## src/rtl/dmem_arbiter.sv

```systemverilog
// Round-robin arbiter sharing one single-ported data memory between NUM_REQ cores.
// Core 0 occupies the most-significant position of every per-core bus (bits and slices alike).
module dmem_arbiter #(
  parameter int NUM_REQ    = 4,
  parameter int ADDR_WIDTH = 32,
  parameter int DATA_WIDTH = 64
) (
  input  logic                             clk,
  input  logic                             reset,
  input  logic [NUM_REQ-1:0]               req_en,
  input  logic [NUM_REQ-1:0]               req_wr_en,
  input  logic [NUM_REQ*ADDR_WIDTH-1:0]    req_addr,
  input  logic [NUM_REQ*DATA_WIDTH-1:0]    req_wdata,
  output logic [NUM_REQ-1:0]               gnt,
  output logic [NUM_REQ-1:0]               rvalid,
  output logic [DATA_WIDTH-1:0]            rdata,
  output logic                             mem_en,
  output logic                             mem_wr_en,
  output logic [ADDR_WIDTH-1:0]            mem_addr,
  output logic [DATA_WIDTH-1:0]            mem_wdata,
  input  logic [DATA_WIDTH-1:0]            mem_rdata
);

  localparam int PW = $clog2(NUM_REQ);
  typedef logic [PW-1:0] idx_t;

  if (NUM_REQ < 2 || NUM_REQ > 8 || (NUM_REQ & (NUM_REQ - 1)) != 0) begin : g_bad_num_req
    $error("dmem_arbiter: NUM_REQ must be a power of two in 2..8");
  end

  // Core-indexed views of the packed request buses (index i == core i).
  logic [NUM_REQ-1:0]    en_c;
  logic [NUM_REQ-1:0]    wr_c;
  logic [ADDR_WIDTH-1:0] addr_c  [NUM_REQ];
  logic [DATA_WIDTH-1:0] wdata_c [NUM_REQ];
  logic [NUM_REQ-1:0]    gnt_c;

  idx_t                  ptr_q, ptr_d;
  logic                  mem_en_q, mem_en_d;
  logic                  mem_wr_en_q, mem_wr_en_d;
  logic [ADDR_WIDTH-1:0] mem_addr_q, mem_addr_d;
  logic [DATA_WIDTH-1:0] mem_wdata_q, mem_wdata_d;
  logic [NUM_REQ-1:0]    rd_pend_q, rd_pend_d;
  logic [NUM_REQ-1:0]    rvalid_q, rvalid_d;

  for (genvar i = 0; i < NUM_REQ; i++) begin : g_core
    assign en_c[i]    = req_en[NUM_REQ-1-i];
    assign wr_c[i]    = req_wr_en[NUM_REQ-1-i];
    assign addr_c[i]  = req_addr[(NUM_REQ-1-i)*ADDR_WIDTH +: ADDR_WIDTH];
    assign wdata_c[i] = req_wdata[(NUM_REQ-1-i)*DATA_WIDTH +: DATA_WIDTH];
    assign gnt[NUM_REQ-1-i]    = gnt_c[i];
    assign rvalid[NUM_REQ-1-i] = rvalid_q[i];
  end

  // Scan from ptr upward; idx_t arithmetic wraps modulo NUM_REQ for free.
  idx_t win;
  idx_t scan;
  logic found;

  always_comb begin
    // NOTE: every combinational output gets a default first so no path leaves it unassigned (no latch).
    found = 1'b0;
    win   = ptr_q;
    scan  = ptr_q;
    gnt_c = '0;
    for (int k = 0; k < NUM_REQ; k++) begin
      scan = ptr_q + idx_t'(k);
      if (!found && en_c[scan]) begin
        found = 1'b1;
        win   = scan;
      end
    end
    if (reset) found = 1'b0;
    if (found) gnt_c[win] = 1'b1;
  end

  always_comb begin
    ptr_d       = ptr_q;
    mem_en_d    = 1'b0;
    mem_wr_en_d = 1'b0;
    mem_addr_d  = mem_addr_q;
    mem_wdata_d = mem_wdata_q;
    rd_pend_d   = '0;
    rvalid_d    = rd_pend_q;
    if (found) begin
      mem_en_d    = 1'b1;
      mem_wr_en_d = wr_c[win];
      mem_addr_d  = addr_c[win];
      mem_wdata_d = wdata_c[win];
      ptr_d       = win + idx_t'(1);
      if (!wr_c[win]) rd_pend_d[win] = 1'b1;
    end
  end

  always_ff @(posedge clk) begin
    // NOTE: state registers use non-blocking assignments so every flop samples pre-edge values.
    if (reset) begin
      ptr_q       <= '0;
      mem_en_q    <= 1'b0;
      mem_wr_en_q <= 1'b0;
      mem_addr_q  <= '0;
      mem_wdata_q <= '0;
      rd_pend_q   <= '0;
      rvalid_q    <= '0;
    end else begin
      ptr_q       <= ptr_d;
      mem_en_q    <= mem_en_d;
      mem_wr_en_q <= mem_wr_en_d;
      mem_addr_q  <= mem_addr_d;
      mem_wdata_q <= mem_wdata_d;
      rd_pend_q   <= rd_pend_d;
      rvalid_q    <= rvalid_d;
    end
  end

  assign mem_en    = mem_en_q;
  assign mem_wr_en = mem_wr_en_q;
  assign mem_addr  = mem_addr_q;
  assign mem_wdata = mem_wdata_q;
  assign rdata     = mem_rdata;

endmodule

```

## config.mk

```make
export PLATFORM = sky130hd
export DESIGN_NAME = dmem_arbiter
export DESIGN_NICKNAME = d
export VERILOG_FILES = /design/src/rtl/dmem_arbiter.sv
export SDC_FILE = /design/constraint.sdc
export NUM_CORES = 1
export LEC_CHECK = 0
export BUFFER_PORTS_ARGS = -buffer_cell sky130_fd_sc_hd__buf_2
export CELL_PAD_IN_SITES_DETAIL_PLACEMENT = 0
export CELL_PAD_IN_SITES_GLOBAL_PLACEMENT = 1
export CORE_AREA = 5 5 240 242
export DETAILED_ROUTE_END_ITERATION = 16
export DIE_AREA = 0 0 245 247
export PLACE_DENSITY = 0.45
export SETUP_SLACK_MARGIN = 0.02
export SLEW_MARGIN = 0
export SYNTH_ARGS = -nofsm -noshare
export SYNTH_HDL_FRONTEND = slang
export SYNTH_SLANG_ARGS = --single-unit
```

## constraint.sdc

```tcl
create_clock -name clk -period 4.1 [get_ports clk]
set_clock_uncertainty 0.15 [all_clocks]
set_input_delay 0.205 -clock clk [delete_from_list [all_inputs] [get_ports clk]]
set_output_delay 0.205 -clock clk [all_outputs]
set_load 0.1 [all_outputs]
```

Word level (Yosys, flattened, before mapping)
Cells that the tools add are included.
{ "word_totals": {"regBits": 108, "word_cells": 57} }
{ "op_classes": {"addsub": 4, "order_cmp": 7, "muxes": 28, "bitwise_logic": 2, "n_reduce_logical": 9} }
{ "op_table": {"columns": ["operator", "count"], "rows": [
  ["64-bit binary-select mux with 2-bit select", 1],
  ["64-bit 2-to-1 mux", 2],
  ["32-bit binary-select mux with 2-bit select", 1],
  ["32-bit 2-to-1 mux", 2],
  ["2-bit by 3-bit < comparator with 1-bit output, second input constant", 5],
  ["1-bit 2-to-1 mux", 12],
  ["1-bit binary-select mux with 2-bit select", 5],
  ["2-bit 2-to-1 mux", 3],
  ["2-bit by 1-bit adder with 2-bit output, second input constant", 2],
  ["2-bit adder, second input constant", 2],
  ["1-bit logical AND", 4],
  ["4-bit 2-to-1 mux", 1],
  ["3-bit greater-or-equal comparator, second input constant", 1],
  ["1-bit zero test", 3],
  ["2-bit NOT with 3-bit output", 1],
  ["3-bit OR reduction", 1],
  ["1-bit demux with 2-bit select", 1],
  ["2-bit by 1-bit greater-or-equal comparator with 1-bit output, second input constant", 1],
  ["2-bit OR reduction", 1],
  ["1-bit NOT", 1]
]} }

Depth between registers and ports, before layout
Gate-level depths: netlist of the first run.
{ "logic_depth": {"ltp_word": 17, "depth_mapped": 10, "depth_no_buf": 7} }

Worst setup path after synthesis of the first run
OpenSTA, ideal clock, no wires.
{ "synth_timing": {"path_kind": "register -> register", "startpoint": "register ptr_q[0]", "endpoint": "register rd_pend_q[3]", "setup_time_ps": 71, "arrival_time_ps": 2550, "path_slack_ps": 1328, "stages_incl_launch_ff": 9, "n_path_buf": 2, "cell_sequence": "dfxtp_1 > nor2b_1 > or4_4 > nand2_4 > buf_6 > buf_2 > ha_1 > and2_1 > a21boi_1"} }
{ "synth_between": {"elab_chain_cells": 16} }
{ "synth_lines": {"columns": ["item", "line", "rtl"], "rows": [
  ["start, declared", "38", "idx_t ptr_q, ptr_d;"],
  ["start signal, assigned", "106", "ptr_q <= ptr_d;"],
  ["branches (longest 16 deep; another with 2-bit by 3-bit < comparator with 1-bit output)", null, null],
  ["end signal, assigned", "111", "rd_pend_q <= rd_pend_d;"],
  ["end, declared", "43", "logic [NUM_REQ-1:0] rd_pend_q, rd_pend_d;"]
]} }
Several ways; the timed one is not identified. The select of a mux whose other input is x is not followed.
A chain may end at the register's enable or synchronous reset.

Final worst setup path of the first run
{ "layout_timing": {"startpoint": "register ptr_q[0]", "endpoint": "register mem_wdata_q[29] (netlist: mem_wdata[29])"} }
{ "layout_between": {"elab_chain_cells": 16} }
{ "layout_lines": {"columns": ["item", "line", "rtl"], "rows": [
  ["branches (longest 16 deep; another with 2-bit by 1-bit adder with 2-bit output)", null, null],
  ["end signal, assigned", "110", "mem_wdata_q <= mem_wdata_d;"],
  ["end, declared", "42", "logic [DATA_WIDTH-1:0] mem_wdata_q, mem_wdata_d;"]
]} }
Several ways; the timed one is not identified. The select of a mux whose other input is x is not followed.

==> run metrics, run 1 <==
status=completed; CP Class=register to register; Post-route DRC=0; die area=between 0.06 and 0.07 mm²; FF-to-FF setup slack=just under 700 ps; Syn Area/Cell=~9.7 µm²; Synth Flop Type=dfxtp_1; Initial Utilization=0.124; Post-CTS Resized=0; post-route antenna net violation count=0; cells after synthesis=707; Tightest Hold Check Type=input pin to register; H-tree depth=3; Inst Count DP=around 1800; Post-synth EDFFs=0; gr ovfl total=0; Clk pin slew, worst setup/hold paths=~90 ps; Final Util=0.212; worst-path maximum fanout=52; Peak VDD IR=0.244 mV; slew at the pin with the worst max-slew slack=between 800 and 900 ps; DRT Wirelength=~36000 µm; initial antenna violation count=3; startpoint types=register; Seq/Total Area, Yosys=0.317; Worst R2R Path Depth=7; proportion of netlist area held by the largest area contributor=0.317; Final Hold Fails=0; post-route insts no fill=roughly 2000; max cap viols=0; routability cong.=~0.77; CTS tree=done; RSZ-0062 raised after global routing=false; vias in the first global route=8847; Filler cells=approximately 6100; layout cell share with drive strength beyond 1=0.447; Via density=between 4 and 5; Clock Latency Late Sink=~380 ps; Fmax achieved=around 0.29 GHz; first-pass GRT wire length=between 50000 and 60000 µm; min cycle time layout=3420 ps; Max-slew headroom=0.424; Starting DRT DRC Count=336; DP Wirelength=roughly 27000 µm; CP Capture Type=register; total number of vias=8235; Pre-antenna DRT Iters=4; DIE WIDTH=around 250 µm; fin crit share=0.834; reg2reg start=ptr_q[0]$_SDFFE_PP0P_; worst setup path end=mem_wdata[29]$_SDFFE_PP0P_; CTS Buffer Depth=2; CTS Buf Count=9; IO Pins=628; setup repair bufs after CTS=0; Sink Count=around 110; PD cells=541 mW/mm²; area of placed instances=0.00945 mm²; CTS root buf=clkbuf_16; Nets=roughly 1700; routed length per instance=between 15 and 20 µm; Req. time, crit path=roughly 4200 ps; CORE AREA=around 0.055 mm²; largest net degree at the start of global routing=86; Async S/R FF share, synth=0; Leakage=slightly above 5 nW; Synth cell types=between 40 and 50; Port Buf Inserts=499; main area contributors after synthesis=dfxtp_1 32%, mux2i_1 12%, o211ai_1 10%, a32oi_1 10%, buf_4 8.1%; Worst EP arrival=about 3500 ps; mapped cell area=approximately 0.0068 mm²; synthesis-stage register bit count=~110; reg-to-reg endpoint=mem_wdata[29]$_SDFFE_PP0P_; DIE HEIGHT=between 200 and 250 µm; All-Layer GR Usage=0.111; Final setup viols=0; setup tns final=0 ps; Yosys top cell by area=dfxtp_1; worst setup path startpoint=ptr_q[0]$_SDFFE_PP0P_; num rows=86; Final Cell Area=0.0117 mm²; Synth-to-Final Area Change=70.8%; syn_nets=1169; Final Max Slew Viols=0; synth warn=0
[what timing repair did]
item / in CTS / in global routing
endpoints found under the hold margin: 100 / 0
endpoints found under the setup margin: 0 / 0
hold buffers: 189 / 0
[critical path, cell delays in order (launching register included)]
cell	delay (ps)
dfxtp_1	450
nor2b_1	110
or4_4	700
nand2_8	440
mux2i_1	230
dlygate4sd3_1	570
o221ai_1	90
dlygate4sd3_1	560
[cell families (layout without fill, tap and decap cells)]
group           Yosys count  count (layout)  synth area share
simple gates            129             129             0.108
buf+inv                 146             728             0.147
other cells               0               2                 0
mux                      97              97             0.145
compound gates          223             223             0.275
flops                   108             108             0.317
fa+ha+maj                 4               4           0.00734
[synth_stat cells, drive strengths merged (2+ instances only)]
cell    instances
buf           118
dfxtp         108
nand3          97
o211ai         97
mux2i          80
a32oi          78
clkbuf         23
a211oi         19
a221o          17
mux2           17
nor2b           8
nand2           6
inv             5
a21boi          4
and2            4
ha              4
nor2            4
nor3            2
nor4            2
or4             2
[worst min path at each step]
| stage | start | end | slack [ps] | cells after the start |
|---|---|---|---|---|
| finish | req_wdata[78] | mem_wdata[14]$_SDFFE_PP0P_ | 60 | 3 |
| global route | req_wdata[78] | mem_wdata[14]$_SDFFE_PP0P_ | 30 | 3 |
| CTS | req_wdata[78] | mem_wdata[14]$_SDFFE_PP0P_ | 1 | 3 |
| detailed placement | mem_rdata[1] | rdata[1] | 260 | 0 |
| global placement | mem_rdata[1] | rdata[1] | 260 | 0 |
| floorplan | reset | ptr_q[1]$_SDFFE_PP0P_ | 120 | 1 |
[state kept, by name, indices dropped and copies added, names as in the netlist]
name / count
mem_addr: 32
mem_en: 1
mem_wdata: 64
mem_wr_en: 1
ptr_q: 2
rd_pend_q: 4
rvalid_q: 4
[where the power goes]
group	leakage [nW]	switching, mW	internal (mW)	total [mW]
Clock	0.148	0.492	0.511	1.00
Combinational	4.10	2.78	1.08	3.86
Sequential	0.896	0.138	1.30	1.44
[per-layer routing]
metal,wire [µm],GRT usage
met1,14300,0.127
met2,17500,0.193
met3,2690,0.0357
met4,1080,0.0459
met5,7,0
[final cells by class]
type | count | area (µm²) | share of cell area
clock buffers | 11 | 253 | 0.0217
flip-flops and latches | 108 | 2160 | 0.186
inverters | 5 | 20.0 | 0.00172
repair buffers | 707 | 4610 | 0.396
multi-input cells | 453 | 3660 | 0.314
diodes | 2 | 5.00 | 0.000429
clock inverters | 5 | 58.8 | 0.00505
well taps | 704 | 881 | 0.0756
[cells in the final DEF (no fill, tap or decap), types with 6 or more instances in the layout]
cell / Yosys / final
buf_2: 18 / 497
buf_12: 0 / 6
a221o_1: 17 / 17
a211oi_2: 9 / 9
dlygate4sd3_1: 0 / 189
o211ai_1: 95 / 95
nor2b_1: 8 / 8
clkbuf_16: 0 / 9
dfxtp_1: 108 / 108
a32oi_1: 78 / 78
a211oi_1: 10 / 10
mux2i_1: 80 / 80
mux2_2: 17 / 17
nand3_1: 96 / 96
buf_4: 74 / 15
[through the flow]
stage	setup slack [ps]	power, mW	hold WS, ps
finish	679	6.30	58.6
global route	480	6.61	28.5
CTS	655	6.40	1.42
detailed placement	1000	4.97	261
global placement	997	4.98	261
floorplan	1330	4.49	124
Power figures use the tool's default switching activity.
==> inputs of run 2 (changes only) <==
--- a/config.mk
+++ b/config.mk
@@ -8,10 +8,10 @@
 export BUFFER_PORTS_ARGS = -buffer_cell sky130_fd_sc_hd__buf_2
 export CELL_PAD_IN_SITES_DETAIL_PLACEMENT = 0
 export CELL_PAD_IN_SITES_GLOBAL_PLACEMENT = 1
-export CORE_AREA = 5 5 240 242
+export CORE_AREA = 5 5 238 240
 export DETAILED_ROUTE_END_ITERATION = 16
-export DIE_AREA = 0 0 245 247
-export PLACE_DENSITY = 0.45
+export DIE_AREA = 0 0 243 245
+export PLACE_DENSITY = 0.47
 export SETUP_SLACK_MARGIN = 0.02
 export SLEW_MARGIN = 0
 export SYNTH_ARGS = -nofsm -noshare
==> constraint.sdc (replaced) <==
create_clock -name clk -period 3 [get_ports clk]
set_clock_uncertainty 0.15 [all_clocks]
set_input_delay 0.15 -clock clk [delete_from_list [all_inputs] [get_ports clk]]
set_output_delay 0.15 -clock clk [all_outputs]
set_load 0.1 [all_outputs]
==> run 2 against run 1 <==
- fmax up 22%
- hold slack improved by 38 ps
- sequential share of layout area down 2.5 points
- global-route usage is 1.0 points higher
- non-clock buffer count is 177 higher
- core utilization grew 3.5 points
- critical path depth is 1 lower
- combinational power rose by 36%
- routed wire length up 6.6%
- die area down 1.6%
- via count grew 11%
- largest cell class unchanged
==> run metrics, run 2 (same netlist as run 1, synthesis figures left out) <==
status=completed; Worst EP arrival=2930 ps; critical-path cell list=and3b_1 -> or4_4 -> nand2_8 -> mux2_2 -> a221o_1 -> dlygate4sd3_1; Hold Crit Start=req_wdata[22]; DIE HEIGHT=around 250 µm; worst-path maximum fanout=12; RSZ-0062 raised after global routing=false; Nets=~1900; Max-slew headroom=0.455; Final Max Slew Viols=0; Final Hold Fails=0; Tightest Hold Check Type=input pin to register; DIE WIDTH=243 µm; Gate power share=0.615; Fmax achieved=about 0.36 GHz; total number of vias=9114; first-pass GRT wire length=57000 µm; Req. time, crit path=3130 ps; Hold Crit Depth=4; Endpoint, Worst Hold=mem_wdata[22]$_SDFFE_PP0P_; PD cells=635 mW/mm²; switching share of power=0.545; Leakage=5.79 nW; Crit path largest cell delay=approximately 550 ps; Clk pin slew, worst setup/hold paths=~80 ps; vias in the first global route=approximately 10000; CP Class=register to register; Via density=roughly 4.2; post-route insts no fill=between 2000 and 2500; Inst Count DP=about 1800; Largest register FFs=64; num rows=between 80 and 90; All-Layer GR Usage=0.121; max cap viols=0; CTS Buf Count=9; Slowest cell on crit path=or4_4; min cycle time layout=roughly 2800 ps; gr ovfl total=0; Post-route DRC=0; CORE AREA=about 0.054 mm²; CP Buf/Inv Count=1; sequential share of power=0.232; Net Sw Power=~4.7 mW; setup tns final=0 ps; Initial Utilization=0.125; H-tree depth=3; commonest cells after routing, fill and taps aside=495 x buf_2, 354 x dlygate4sd3_1, 108 x dfxtp_1; leading cell type in the layout, fill and taps excluded=buf_2; post-route antenna net violation count=0; fin crit share=0.934; Filler cells=just under 6000; largest net degree at the start of global routing=~160; die area=around 0.060 mm²; Peak VDD IR=0.298 mV; Final setup viols=0; FF-to-FF setup slack=slightly below 200 ps; Top delay family on crit path=simple AND/OR/NAND/NOR gates; Clock Latency Late Sink=390 ps; Worst R2R Path Depth=6; reg-to-reg endpoint=mem_wdata[18]$_SDFFE_PP0P_; cell-internal power=between 3 and 4 mW; CTS Buffer Depth=2; Sink Count=108; Synth-to-Final Area Change=97.3%; Port Buf Inserts=499; CTS tree=done; slew at the pin with the worst max-slew slack=817 ps; DRT Wirelength=about 38000 µm; IO Pins=around 630; startpoint types=register; routed length per instance=between 15 and 20 µm; DP Wirelength=26200 µm; Pre-antenna DRT Iters=5; layout cell share with drive strength beyond 1=0.402; CP Capture Type=register; CTS root buf=clkbuf_16; initial antenna violation count=7; Starting DRT DRC Count=349; reg2reg start=ptr_q[1]$_SDFFE_PP0P_; Clk pwr share=0.153; routability cong.=0.794
run 2: metal layers:
layer  global-route usage  vias to the layer above  wire length (µm)
met2                0.200                      473             17900
met5                    0                        -                13
li1                     -                     4256                 -
met3               0.0339                      108              2930
met4               0.0868                        2              2340
met1                0.135                     4275             14800
run 2: layout make-up:
| cell class | instances | area, µm² | share of cell area |
|---|---|---|---|
| diodes | 6 | 15.0 | 0.00112 |
| clock buffers | 10 | 239 | 0.0177 |
| flip-flops and latches | 108 | 2160 | 0.161 |
| multi-input cells | 455 | 3690 | 0.274 |
| well taps | 704 | 881 | 0.0654 |
| repair buffers | 884 | 6410 | 0.476 |
| clock inverters | 4 | 51.3 | 0.00381 |
| inverters | 5 | 20.0 | 0.00149 |
run 2: stage by stage:
| step | hold WS, ps | utilization | power [mW] | worst slack, ps | area (µm²) |
|---|---|---|---|---|---|
| after floorplan | 69.1 | - | 6.13 | 228 | 6820 |
| after global placement | 151 | 0.175 | 6.82 | 363 | 9530 |
| after detailed placement | 151 | 0.175 | 6.81 | 304 | 9530 |
| after CTS | 51.3 | 0.246 | 8.62 | 35.7 | 13400 |
| after global routing | 114 | 0.247 | 8.95 | 109 | 13500 |
| final | 96.5 | 0.247 | 8.55 | 198 | 13500 |
run 2: what timing repair did:
item | 4_1_cts | 5_1_grt
buffers inserted | 0 | 6
gates cloned | 1 | 1
endpoints found under the setup margin | 4 | 15
pin swaps | 1 | 1
hold endpoints to repair | 106 | 0
gates resized for setup | 3 | 0
hold buffers | 354 | 0
run 2: worst reg2reg max path: stages (launching register included):
cell and delay [ps]:
dfxtp_1 390, and3b_1 240, or4_4 550, nand2_8 170
mux2_2 360, a221o_1 280, dlygate4sd3_1 550
run 2: worst max-delay path by stage:
stage / from / to / slack, ps / cells after the start
floorplan: ptr_q[0]$_SDFFE_PP0P_ / rd_pend_q[3]$_SDFF_PP0_ / 230 / 8
finish: ptr_q[1]$_SDFFE_PP0P_ / mem_wdata[18]$_SDFFE_PP0P_ / 200 / 6
detailed placement: ptr_q[0]$_SDFFE_PP0P_ / mem_addr[16]$_SDFFE_PP0P_ / 300 / 7
global placement: ptr_q[0]$_SDFFE_PP0P_ / mem_wdata[43]$_SDFFE_PP0P_ / 360 / 7
CTS: ptr_q[0]$_SDFFE_PP0P_ / mem_wdata[18]$_SDFFE_PP0P_ / 40 / 6
global route: ptr_q[1]$_SDFFE_PP0P_ / mem_wdata[29]$_SDFFE_PP0P_ / 110 / 7
run 2: power by group through the flow:
stage          logic (mW)  registers (mW)  clock network (mW)
3_3_place_gp         4.82            2.01                   0
3_5_place_dp         4.80            2.01                   0
5_1_grt              5.49            2.02                1.44
2_1_floorplan        1.81            4.32                   0
4_1_cts              5.23            1.98                1.41
6_report             5.26            1.98                1.31
==> inputs of run 3 (changes only) <==
--- a/config.mk
+++ b/config.mk
@@ -8,10 +8,10 @@
 export BUFFER_PORTS_ARGS = -buffer_cell sky130_fd_sc_hd__buf_2
 export CELL_PAD_IN_SITES_DETAIL_PLACEMENT = 0
 export CELL_PAD_IN_SITES_GLOBAL_PLACEMENT = 1
-export CORE_AREA = 5 5 238 240
+export CORE_AREA = 5 5 242 244
 export DETAILED_ROUTE_END_ITERATION = 16
-export DIE_AREA = 0 0 243 245
-export PLACE_DENSITY = 0.47
+export DIE_AREA = 0 0 247 249
+export PLACE_DENSITY = 0.44
 export SETUP_SLACK_MARGIN = 0.02
 export SLEW_MARGIN = 0
 export SYNTH_ARGS = -nofsm -noshare
==> constraint.sdc (replaced) <==
create_clock -name clk -period 3.1 [get_ports clk]
set_clock_uncertainty 0.15 [all_clocks]
set_input_delay 0.155 -clock clk [delete_from_list [all_inputs] [get_ports clk]]
set_output_delay 0.155 -clock clk [all_outputs]
set_load 0.1 [all_outputs]
==> run 3 against run 2 <==
- sequential share of layout area grew 0.65 points
- final area shrank 3.9%
- routed wire length grew 1.8%
- clock power shrank 9%
- final cell count shrank 0.18%
- fmax shrank 6.3%
==> run metrics, run 3 (same netlist as run 1, synthesis figures left out) <==
IO Pins=between 600 and 700; Req. time, crit path=roughly 3200 ps; CORE AREA=between 0.05 and 0.06 mm²; fin crit share=0.964; Endpoint, Worst Hold=rd_pend_q[2]$_SDFF_PP0_; Hold Crit Start=req_wr_en[2]; Setup WS pre-CTS=about 270 ps; CTS Buffer Depth=2; Final Hold Fails=0; total number of vias=between 8000 and 9000; startpoint types=register; layout cell share with drive strength beyond 1=0.425; setup tns final=0 ps; slew at the pin with the worst max-slew slack=approximately 850 ps; Post-route DRC=0; CTS tree=done; Final Power=between 8 and 9 mW; Starting DRT DRC Count=288; routed length per instance=approximately 18 µm; Worst EP arrival=between 3000 and 4000 ps; gr ovfl total=0; vias in the first global route=between 9000 and 10000; DP Wirelength=27600 µm; Sink Count=between 100 and 150; first-pass GRT wire length=56300 µm; Hold Crit Depth=4; Clock Latency Late Sink=390 ps; routability cong.=0.747; Pre-antenna DRT Iters=4; Largest register FFs=64; max cap viols=0; Leakage=~5.6 nW; Peak VDD IR=0.380 mV; PnR worst setup slack=approximately 110 ps; CTS root buf=clkbuf_16; initial antenna violation count=6; CP Buf/Inv Count=3; Port Buf Inserts=around 500; DIE HEIGHT=~250 µm; Inst Count DP=roughly 1900; CP Capture Type=register; reg-to-reg endpoint=mem_addr[21]$_SDFFE_PP0P_; Final Util=0.231; Via density=between 4 and 5; Max-slew headroom=0.434; num rows=slightly below 90; CTS Buf Count=9; min cycle time layout=between 2000 and 3000 ps; leading cell type in the layout, fill and taps excluded=buf_2; Clk pin slew, worst setup/hold paths=~80 ps; status=completed; post-route insts no fill=~2200; die area=around 0.062 mm²; Synth-to-Final Area Change=89.6%; Fmax achieved=around 0.33 GHz; All-Layer GR Usage=0.118; CP Class=register to register; Nets=~1900; commonest cells after routing, fill and taps aside=497 x buf_2, 288 x dlygate4sd3_1, 108 x dfxtp_1; Final setup viols=0; RSZ-0062 raised after global routing=false; Tightest Hold Check Type=input pin to register; Worst R2R Path Depth=8; post-route antenna net violation count=0; Final Max Slew Viols=0; critical-path cell list=and3b_1 -> or4_4 -> nand2_8 -> clkinv_2 -> buf_4 -> nand3_1 -> o211ai_1 -> dlygate4sd3_1; Initial Utilization=0.122; DRT Wirelength=roughly 39000 µm; FF-to-FF setup slack=110 ps; PD cells=roughly 640 mW/mm²; Crit path largest cell delay=between 500 and 600 ps; Top delay family on crit path=simple AND/OR/NAND/NOR gates; reg2reg start=ptr_q[1]$_SDFFE_PP0P_; worst-path maximum fanout=40; largest net degree at the start of global routing=53; H-tree depth=3; DIE WIDTH=about 250 µm; Slowest cell on crit path=or4_4
==> run 3: cell types whose count changed in the layout (fill, tap and decap cells not counted) <==
cell	previous run	this run
buf_6	0	2
diode_2	6	5
buf_12	10	11
clkinvlp_4	1	3
bufinv_16	1	0
clkbuf_1	0	1
nand2_8	1	2
buf_2	495	497
dlygate4sd3_1	354	288
clkinv_2	2	3
clkbuf_8	1	0
buf_4	25	29
nand2_4	2	1
==> run 3: how the worst max path moves through the flow <==
stage / start / end / slack [ps] / depth (start not counted)
after floorplan: ptr_q[0]$_SDFFE_PP0P_ / rd_pend_q[3]$_SDFF_PP0_ / 330 / 8
after global placement: ptr_q[0]$_SDFFE_PP0P_ / gnt[3] / 300 / 7
after detailed placement: ptr_q[0]$_SDFFE_PP0P_ / gnt[2] / 270 / 7
after CTS: ptr_q[1]$_SDFFE_PP0P_ / mem_addr[12]$_SDFFE_PP0P_ / 40 / 8
after global routing: ptr_q[1]$_SDFFE_PP0P_ / mem_addr[21]$_SDFFE_PP0P_ / 10 / 8
final: ptr_q[1]$_SDFFE_PP0P_ / mem_addr[21]$_SDFFE_PP0P_ / 110 / 8
==> run 3: repair_timing <==
| item | CTS | global route |
|---|---|---|
| hold endpoints to repair | 102 | 0 |
| setup endpoints to repair | 2 | 37 |
| setup buffers | 2 | 3 |
| resized for setup | 0 | 3 |
| hold buffers | 288 | 0 |
| gates cloned | 1 | 1 |
| pin swaps | 1 | 1 |
==> run 3: stage by stage <==
step           cell area, µm²  hold slack [ps]
2_1_floorplan            6820             74.1
3_3_place_gp             9690              161
3_5_place_dp             9690              161
4_1_cts                 12900             10.0
5_1_grt                 12900             51.0
6_report                12900             61.4
==> run 3: report_power, final <==
| part | switching, mW | internal (mW) |
|---|---|---|
| clock | 0.640 | 0.546 |
| combinational | 3.74 | 1.43 |
| sequential | 0.203 | 1.72 |
| total | 4.58 | 3.70 |
==> run 3: metal layers <==
| metal | wire, µm | up-vias | GRT usage |
|---|---|---|---|
| met5 | 13 | - | 0 |
| met4 | 1890 | 2 | 0.0716 |
| met3 | 2740 | 89 | 0.0304 |
| met2 | 18900 | 416 | 0.208 |
| met1 | 15100 | 4101 | 0.126 |
| li1 | - | 4150 | - |
==> run 3: tightest hold or removal path, delay by kind of cell <==
| family | cells | cell delay, ps |
|---|---|---|
| AND/OR/NAND/NOR | 1 | 70 |
| buffers and inverters | 1 | 110 |
| AO/OA/AOI/OAI | 2 | 230 |
==> run 3: layout make-up <==
class / instances / area [µm²]
tap: 756 / 946
multi-input combinational: 455 / 3700
sequential: 108 / 2160
fill: 6144 / 43100
inverter: 5 / 20.0
timing repair buffer: 827 / 5830
clock buffer: 10 / 229
clock inverter: 6 / 41.3
antenna: 5 / 12.5
